### config.mk
export PLATFORM = sky130hd
export DESIGN_NAME = mul_share_ctrl_flat
export DESIGN_NICKNAME = d
export VERILOG_FILES = /design/src/rtl/mul_share_if.sv /design/src/rtl/mul_share_ctrl.sv /design/src/flat_wrapper.sv
export SDC_FILE = /design/constraint.sdc
export NUM_CORES = 1
export LEC_CHECK = 0
export CAP_MARGIN = 20
export CORE_AREA = 2 2 184 186
export CTS_BUF_LIST = sky130_fd_sc_hd__clkbuf_8
export CTS_CLUSTER_SIZE = 24
export DETAILED_ROUTE_END_ITERATION = 8
export DIE_AREA = 0 0 186 188
export SLEW_MARGIN = 20
export SYNTH_ARGS = -nofsm -noshare
export SYNTH_HDL_FRONTEND = slang
export SYNTH_SLANG_ARGS = --single-unit
### constraint.sdc
create_clock -name clk -period 2.7 [get_ports clk]
set_input_delay 0.675 -clock clk [delete_from_list [all_inputs] [get_ports clk]]
set_output_delay 0.675 -clock clk [all_outputs]
set_load 0.01 [all_outputs]
### src/rtl/mul_share_if.sv
// Request/response and multiplier-side signals of the shared-multiplier controller.
// The slave modport is the controller; the master modport is its surroundings.
interface mul_share_if #(
   parameter int N_REQ = 4,
   parameter int W     = 32
);
   logic [N_REQ-1:0]   req_valid;
   logic [N_REQ-1:0]   req_ready;
   logic [N_REQ*W-1:0] req_a;
   logic [N_REQ*W-1:0] req_b;
   logic [N_REQ-1:0]   rsp_valid;
   logic [N_REQ-1:0]   rsp_ready;
   logic [2*W-1:0]     rsp_r;
   logic               rsp_err;
   logic               mul_valid_in;
   logic [W-1:0]       mul_a;
   logic [W-1:0]       mul_b;
   logic               mul_valid_out;
   logic [2*W-1:0]     mul_r;

   modport slave (
      input  req_valid, req_a, req_b, rsp_ready, mul_valid_out, mul_r,
      output req_ready, rsp_valid, rsp_r, rsp_err, mul_valid_in, mul_a, mul_b
   );

   modport master (
      output req_valid, req_a, req_b, rsp_ready, mul_valid_out, mul_r,
      input  req_ready, rsp_valid, rsp_r, rsp_err, mul_valid_in, mul_a, mul_b
   );
endinterface

### src/rtl/mul_share_ctrl.sv
// Round-robin sharing of one iterative multiplier among N_REQ requesters,
// with launch pulse, completion wait, timeout abort and per-requester response.
//
// state    | meaning
// S_IDLE   | offer grant to first valid requester at/after rr pointer
// S_LAUNCH | one-cycle start pulse to the multiplier, arm timeout
// S_WAIT   | wait for mul_valid_out (ignored in first cycle) or timeout
// S_RESP   | present result to granted requester until it accepts
module mul_share_ctrl #(
   parameter int N_REQ   = 4,
   parameter int W       = 32,
   parameter int TIMEOUT = 40
) (
   input logic        clk,
   input logic        rst_n,
   mul_share_if.slave bus
);
   localparam int GW = (N_REQ > 1) ? $clog2(N_REQ) : 1;
   localparam int TW = $clog2(TIMEOUT + 1);

   typedef enum logic [1:0] {S_IDLE, S_LAUNCH, S_WAIT, S_RESP} state_t;

   state_t         r_state;
   state_t         w_next;
   logic [GW-1:0]  r_rr;
   logic [GW-1:0]  r_gnt;
   logic [TW-1:0]  r_tmr;
   logic [W-1:0]   r_mul_a;
   logic [W-1:0]   r_mul_b;
   logic [2*W-1:0] r_rsp_r;
   logic           r_rsp_err;

   logic             w_gnt_vld;
   logic [GW-1:0]    w_gnt_idx;
   logic [GW-1:0]    w_rr_nxt;
   logic             w_done;
   logic             w_tout;
   logic [N_REQ-1:0] w_req_ready;
   logic [N_REQ-1:0] w_rsp_valid;
   logic             w_mul_valid_in;

   // Descending scan so the smallest offset from the pointer wins.
   always_comb begin
      w_gnt_vld = 1'b0;
      w_gnt_idx = '0;
      for (int i = N_REQ - 1; i >= 0; i--) begin
         if (bus.req_valid[(int'(r_rr) + i) % N_REQ]) begin
            w_gnt_vld = 1'b1;
            w_gnt_idx = GW'((int'(r_rr) + i) % N_REQ);
         end
      end
   end

   assign w_rr_nxt = (w_gnt_idx == GW'(N_REQ - 1)) ? '0 : w_gnt_idx + 1'b1;
   // Timer still at its load value means this is the first WAIT cycle.
   assign w_done   = bus.mul_valid_out && (r_tmr != TW'(TIMEOUT - 1));
   assign w_tout   = (r_tmr == '0);

   always_ff @(posedge clk or negedge rst_n) begin
      if (!rst_n) r_state <= S_IDLE;
      else        r_state <= w_next;
   end

   always_comb begin
      w_next         = r_state;
      w_req_ready    = '0;
      w_rsp_valid    = '0;
      w_mul_valid_in = 1'b0;
      case (r_state)
         S_IDLE: begin
            if (w_gnt_vld && rst_n) begin
               w_req_ready[w_gnt_idx] = 1'b1;
               w_next                 = S_LAUNCH;
            end
         end
         S_LAUNCH: begin
            w_mul_valid_in = 1'b1;
            w_next         = S_WAIT;
         end
         S_WAIT: begin
            if (w_done || w_tout) w_next = S_RESP;
         end
         S_RESP: begin
            w_rsp_valid[r_gnt] = 1'b1;
            if (bus.rsp_ready[r_gnt]) w_next = S_IDLE;
         end
         default: w_next = S_IDLE;
      endcase
   end

   always_ff @(posedge clk or negedge rst_n) begin
      if (!rst_n) begin
         r_rr      <= '0;
         r_gnt     <= '0;
         r_tmr     <= '0;
         r_mul_a   <= '0;
         r_mul_b   <= '0;
         r_rsp_r   <= '0;
         r_rsp_err <= 1'b0;
      end else begin
         case (r_state)
            S_IDLE: begin
               if (w_gnt_vld) begin
                  r_mul_a <= bus.req_a[int'(w_gnt_idx)*W +: W];
                  r_mul_b <= bus.req_b[int'(w_gnt_idx)*W +: W];
                  r_gnt   <= w_gnt_idx;
                  r_rr    <= w_rr_nxt;
               end
            end
            S_LAUNCH: r_tmr <= TW'(TIMEOUT - 1);
            S_WAIT: begin
               if (w_done) begin
                  r_rsp_r   <= bus.mul_r;
                  r_rsp_err <= 1'b0;
               end else if (w_tout) begin
                  r_rsp_r   <= '0;
                  r_rsp_err <= 1'b1;
               end else begin
                  r_tmr <= r_tmr - 1'b1;
               end
            end
            default: ;
         endcase
      end
   end

   assign bus.req_ready    = w_req_ready;
   assign bus.rsp_valid    = w_rsp_valid;
   assign bus.mul_valid_in = w_mul_valid_in;
   assign bus.mul_a        = r_mul_a;
   assign bus.mul_b        = r_mul_b;
   assign bus.rsp_r        = r_rsp_r;
   assign bus.rsp_err      = r_rsp_err;
endmodule

### src/flat_wrapper.sv
// flat-port wrapper written by rule: the top's interface ports become plain ports
module mul_share_ctrl_flat 
#(
   parameter int N_REQ   = 4,
   parameter int W       = 32,
   parameter int TIMEOUT = 40
)
  (clk, rst_n, bus_req_valid, bus_req_a, bus_req_b, bus_rsp_ready, bus_mul_valid_out, bus_mul_r, bus_req_ready, bus_rsp_valid, bus_rsp_r, bus_rsp_err, bus_mul_valid_in, bus_mul_a, bus_mul_b);
  mul_share_if #(.N_REQ(N_REQ), .W(W)) bus_i ();
  input logic clk;
  input logic rst_n;
  input wire logic [$bits(bus_i.req_valid)-1:0] bus_req_valid;
  input wire logic [$bits(bus_i.req_a)-1:0] bus_req_a;
  input wire logic [$bits(bus_i.req_b)-1:0] bus_req_b;
  input wire logic [$bits(bus_i.rsp_ready)-1:0] bus_rsp_ready;
  input wire logic [$bits(bus_i.mul_valid_out)-1:0] bus_mul_valid_out;
  input wire logic [$bits(bus_i.mul_r)-1:0] bus_mul_r;
  output wire logic [$bits(bus_i.req_ready)-1:0] bus_req_ready;
  output wire logic [$bits(bus_i.rsp_valid)-1:0] bus_rsp_valid;
  output wire logic [$bits(bus_i.rsp_r)-1:0] bus_rsp_r;
  output wire logic [$bits(bus_i.rsp_err)-1:0] bus_rsp_err;
  output wire logic [$bits(bus_i.mul_valid_in)-1:0] bus_mul_valid_in;
  output wire logic [$bits(bus_i.mul_a)-1:0] bus_mul_a;
  output wire logic [$bits(bus_i.mul_b)-1:0] bus_mul_b;
  assign bus_i.req_valid = bus_req_valid;
  assign bus_i.req_a = bus_req_a;
  assign bus_i.req_b = bus_req_b;
  assign bus_i.rsp_ready = bus_rsp_ready;
  assign bus_i.mul_valid_out = bus_mul_valid_out;
  assign bus_i.mul_r = bus_mul_r;
  assign bus_req_ready = bus_i.req_ready;
  assign bus_rsp_valid = bus_i.rsp_valid;
  assign bus_rsp_r = bus_i.rsp_r;
  assign bus_rsp_err = bus_i.rsp_err;
  assign bus_mul_valid_in = bus_i.mul_valid_in;
  assign bus_mul_a = bus_i.mul_a;
  assign bus_mul_b = bus_i.mul_b;
  mul_share_ctrl #(.N_REQ(N_REQ), .W(W), .TIMEOUT(TIMEOUT)) u_core (.clk(clk), .rst_n(rst_n), .bus(bus_i));
endmodule
==> summary.md <==
| Metric | Value |
|---|---|
| Worst-Skew Late Latency | `around 460 ps` |
| Syn Nets | `949` |
| Clock power share | `0.146` |
| Slew Limit Fails | `0` |
| Drt initial violations | `about 210` |
| Clk slew on worst S/H paths | `around 90 ps` |
| Part of the power in registers | `0.299` |
| Number of global-route vias before repair | `roughly 7.3k` |
| Final Skew | `slightly above 20 ps` |
| Yosys top cell by area | `dfrtp_1` |
| Crit Path Max Fanout | `3` |
| Starting density of the core | `0.214` |
| H-tree lvl count | `4` |
| Synth top cells by count | `dfrtp_1 (141), mux2i_1 (130), nand2_1 (78)` |
| Switching part of the total power | `0.376` |
| Worst path slowest cell | `a211o_4` |
| Most common cell in the netlist | `dfrtp_1` |
| P_int | `roughly 7.7 mW` |
| Die span in x | `186 um` |
| Fin crit share | `0.970` |
| Synth Area in Compound Gates | `0.182` |
| Peak Freq | `between 300 and 400 MHz` |
| Share of cells above drive strength 1 | `0.0857` |
| DRC violations left | `0` |
| DIE AREA | `0.0350 mm^2` |
| Post-DRT Antenna Nets | `0` |
| End-of-flow core utilization | `0.389` |
| Hold slack final | `approximately 200 ps` |
| Leak pwr | `about 5.6 nW` |
| Logic pwr share | `0.555` |
| First-pass GRT wire length | `~43 mm` |
| Largest family of logic cells by synthesized area | `multiplexers` |
| Hpwl dp | `21.5 mm` |
| Average wire per standard cell | `between 15 and 20 um` |
| Synth Register Bits | `141` |
| Max VDD drop | `0.497 mV` |
| Largest net degree at the start of global routing | `130` |
| Drt pass-1 iters | `4` |
| CP top delay family | `buffers and inverters` |
| Critical Path Sink Type | `output port` |
| Worst Setup SP | `bus_req_valid[2]` |
| Worst R2R Start | `u_core.r_rr[0]` |
| Detailed-route via count | `around 7k` |
| CP startpoint kind | `input port` |
| Worst-margin pin slew | `1240 ps` |
| Cts bufs inserted | `17` |
| Vias/cell | `around 4.5` |
| Cell area after synthesis | `between 0.007 and 0.008 mm^2` |
| Cell variety after synth | `42` |
| Worst path max stage delay | `approximately 350 ps` |
| Max Cap Violations | `0` |
| Synthesized area per cell | `11.6 um^2` |
| Final wirelength | `29.0 mm` |
| CP arrival | `around 1900 ps` |
| Clock Path Buffers | `2` |
| Grt ovf | `0` |
| Cell count after synthesis | `between 600 and 700` |
| Setup TNS | `0 ps` |
| CTS tree | `done` |
| Synth Area in Simple Gates | `0.0681` |
| Relative slew margins | `0.170` |
| GRT Util Overall | `0.161` |
| CP bufs+invs | `4` |
| Top post-synthesis cells by area | `dfrtp_1 (50%), mux2i_1 (18%), a22o_1 (7.9%)` |
| Pwr Total | `12.4 mW` |
| Clk sink count | `between 100 and 150` |
| Post-Synth XOR/XNOR Area | `0` |
| Core Area | `~0.033 mm^2` |
| Post-synthesis mux area share | `0.188` |
| Crit path cell chain | `clkdlybuf4s15_2 -> inv_2 -> o22ai_1 -> a211o_4 -> buf_6 -> ha_2 -> and3_1 -> buf_2` |
| Worst Hold Class | `input port to async pin` |
| # setup viols final | `0` |
| EDFF count, synth | `0` |
| Yosys top cell area share | `0.497` |
| # nets final | `around 1.4k` |
| Root Driver | `clkbuf_8` |
| Area Growth Syn to Fin | `81.5%` |
| RSZ-0062 raised after global routing | `true` |
| FP Rows | `between 60 and 70` |
| Die span in y | `roughly 190 um` |
| P_sw | `about 4.7 mW` |
| Min Tclk post-route | `2620 ps` |
| WP depth | `8` |
| CP required | `roughly 2000 ps` |
| Initial antenna violation count | `2` |
| GPL Wtd Cong | `0.818` |
| Port bufs | `roughly 470` |
| Worst Reg2Reg Path Length in Cells | `8` |
| Most used DFF post-synth | `dfrtp_1` |
| Status | `complete, no violations` |
| Setup Crit Path Kind | `input port to output port` |
| Post-Synth Adder-Cell Area | `0.0159` |
| Ys async rst share | `1.00` |
| Final number of hold-violating endpoints | `0` |
| Register area share after synthesis | `0.497` |
| YS warnings | `0` |
| PD cells | `around 960 mW/mm^2` |
| Ports | `around 470` |
## power by group through the flow
| stage | clock (mW) | combinational (mW) | sequential, mW |
|---|---|---|---|
| final | 1.81 | 6.86 | 3.69 |
| after global routing | 1.97 | 7.44 | 3.83 |
| after CTS | 1.90 | 6.94 | 3.69 |
| after detailed placement | 0 | 6.84 | 3.72 |
| after global placement | 0 | 6.81 | 3.69 |
| after floorplan | 0 | 2.89 | 4.10 |
## metal layers
metal,part of all wire,track usage,wire (um)
met2,0.49,0.280,14300
met4,0.0097,0.0357,281
met1,0.40,0.193,11700
met5,0.00045,0,13
met3,0.092,0.0522,2680
## through the flow
| step | setup slack, ps | instance area, um^2 | instances |
|---|---|---|---|
| global placement | -760 | 12400 | 1498 |
| finish | 81.1 | 12900 | 1534 |
| CTS | 4.48 | 12900 | 1531 |
| floorplan | 98.6 | 7090 | 609 |
| detailed placement | -730 | 12400 | 1498 |
| global route | -10.9 | 12900 | 1534 |
## worst reg2reg max path: cells and delay by family, from the launching register on
| kind | cells | cell delay, ps |
|---|---|---|
| compound gates | 3 | 360 |
| buf+inv | 3 | 650 |
| flops | 1 | 430 |
| mux | 1 | 770 |
| simple gates | 1 | 160 |
## worst paths after layout
kind | end | slack, ps
max in group asynchronous | u_core.bus.mul_a[6] | 1540
worst min register to register | u_core.bus.mul_a[22] | 490
worst min-delay path | u_core.bus.rsp_r[27] | 200
worst max-delay path | bus_req_ready[2] | 80
min in group clk | u_core.bus.mul_a[22] | 490
worst max register to register | u_core.bus.mul_b[2] | 190
## registers in the layout, indices dropped and copies added (netlist names)
name                cells
u_core.bus.rsp_err      1
u_core.bus.mul_a       32
u_core.r_state          2
u_core.bus.rsp_r       64
u_core.r_tmr            6
u_core.r_rr             2
u_core.r_gnt            2
u_core.bus.mul_b       32
## cells in the final DEF (no fill, tap or decap), drive strengths merged, types with 2 or more instances in the layout
| master | n |
|---|---|
| a22o | 64 |
| ha | 9 |
| dfrtp | 141 |
| nor3 | 3 |
| nand2 | 78 |
| nor2b | 3 |
| and3 | 4 |
| dlymetal6s2s | 3 |
| nand2b | 4 |
| clkdlybuf4s15 | 2 |
| nor2 | 6 |
| clkbuf | 18 |
| inv | 19 |
| nand3 | 5 |
| a21oi | 6 |
| buf | 34 |
| o221ai | 64 |
| clkdlybuf4s50 | 456 |
| clkinvlp | 2 |
| o22ai | 2 |
| mux2i | 130 |
| and2 | 2 |
| clkinv | 5 |
| o21ai | 4 |
## logic make-up after synthesis
group                    Yosys count
flip-flops                       141
AO/OA/AOI/OAI                    151
AND/OR/NAND/NOR                  110
buffers and inverters             66
multiplexers                     132
adder cells (fa/ha/maj)            9
## layout make-up
type	instances	area [um^2]
Fill cell	3236	20200
Sequential cell	141	3530
Antenna cell	1	2.50
Inverter	12	45.0
Timing Repair Buffer	498	5020
Tap cell	448	561
Clock buffer	17	234
Clock inverter	15	173
Multi-Input combinational cell	402	3310
## what timing repair did
item	CTS	global route
resized for setup	36	11
buffers inserted	0	2
hold endpoints to repair	3	0
endpoints found under the setup margin	5	5
hold buffers	1	0
pin swaps	1	4
Note: power is estimated with default switching activity, not from simulation.
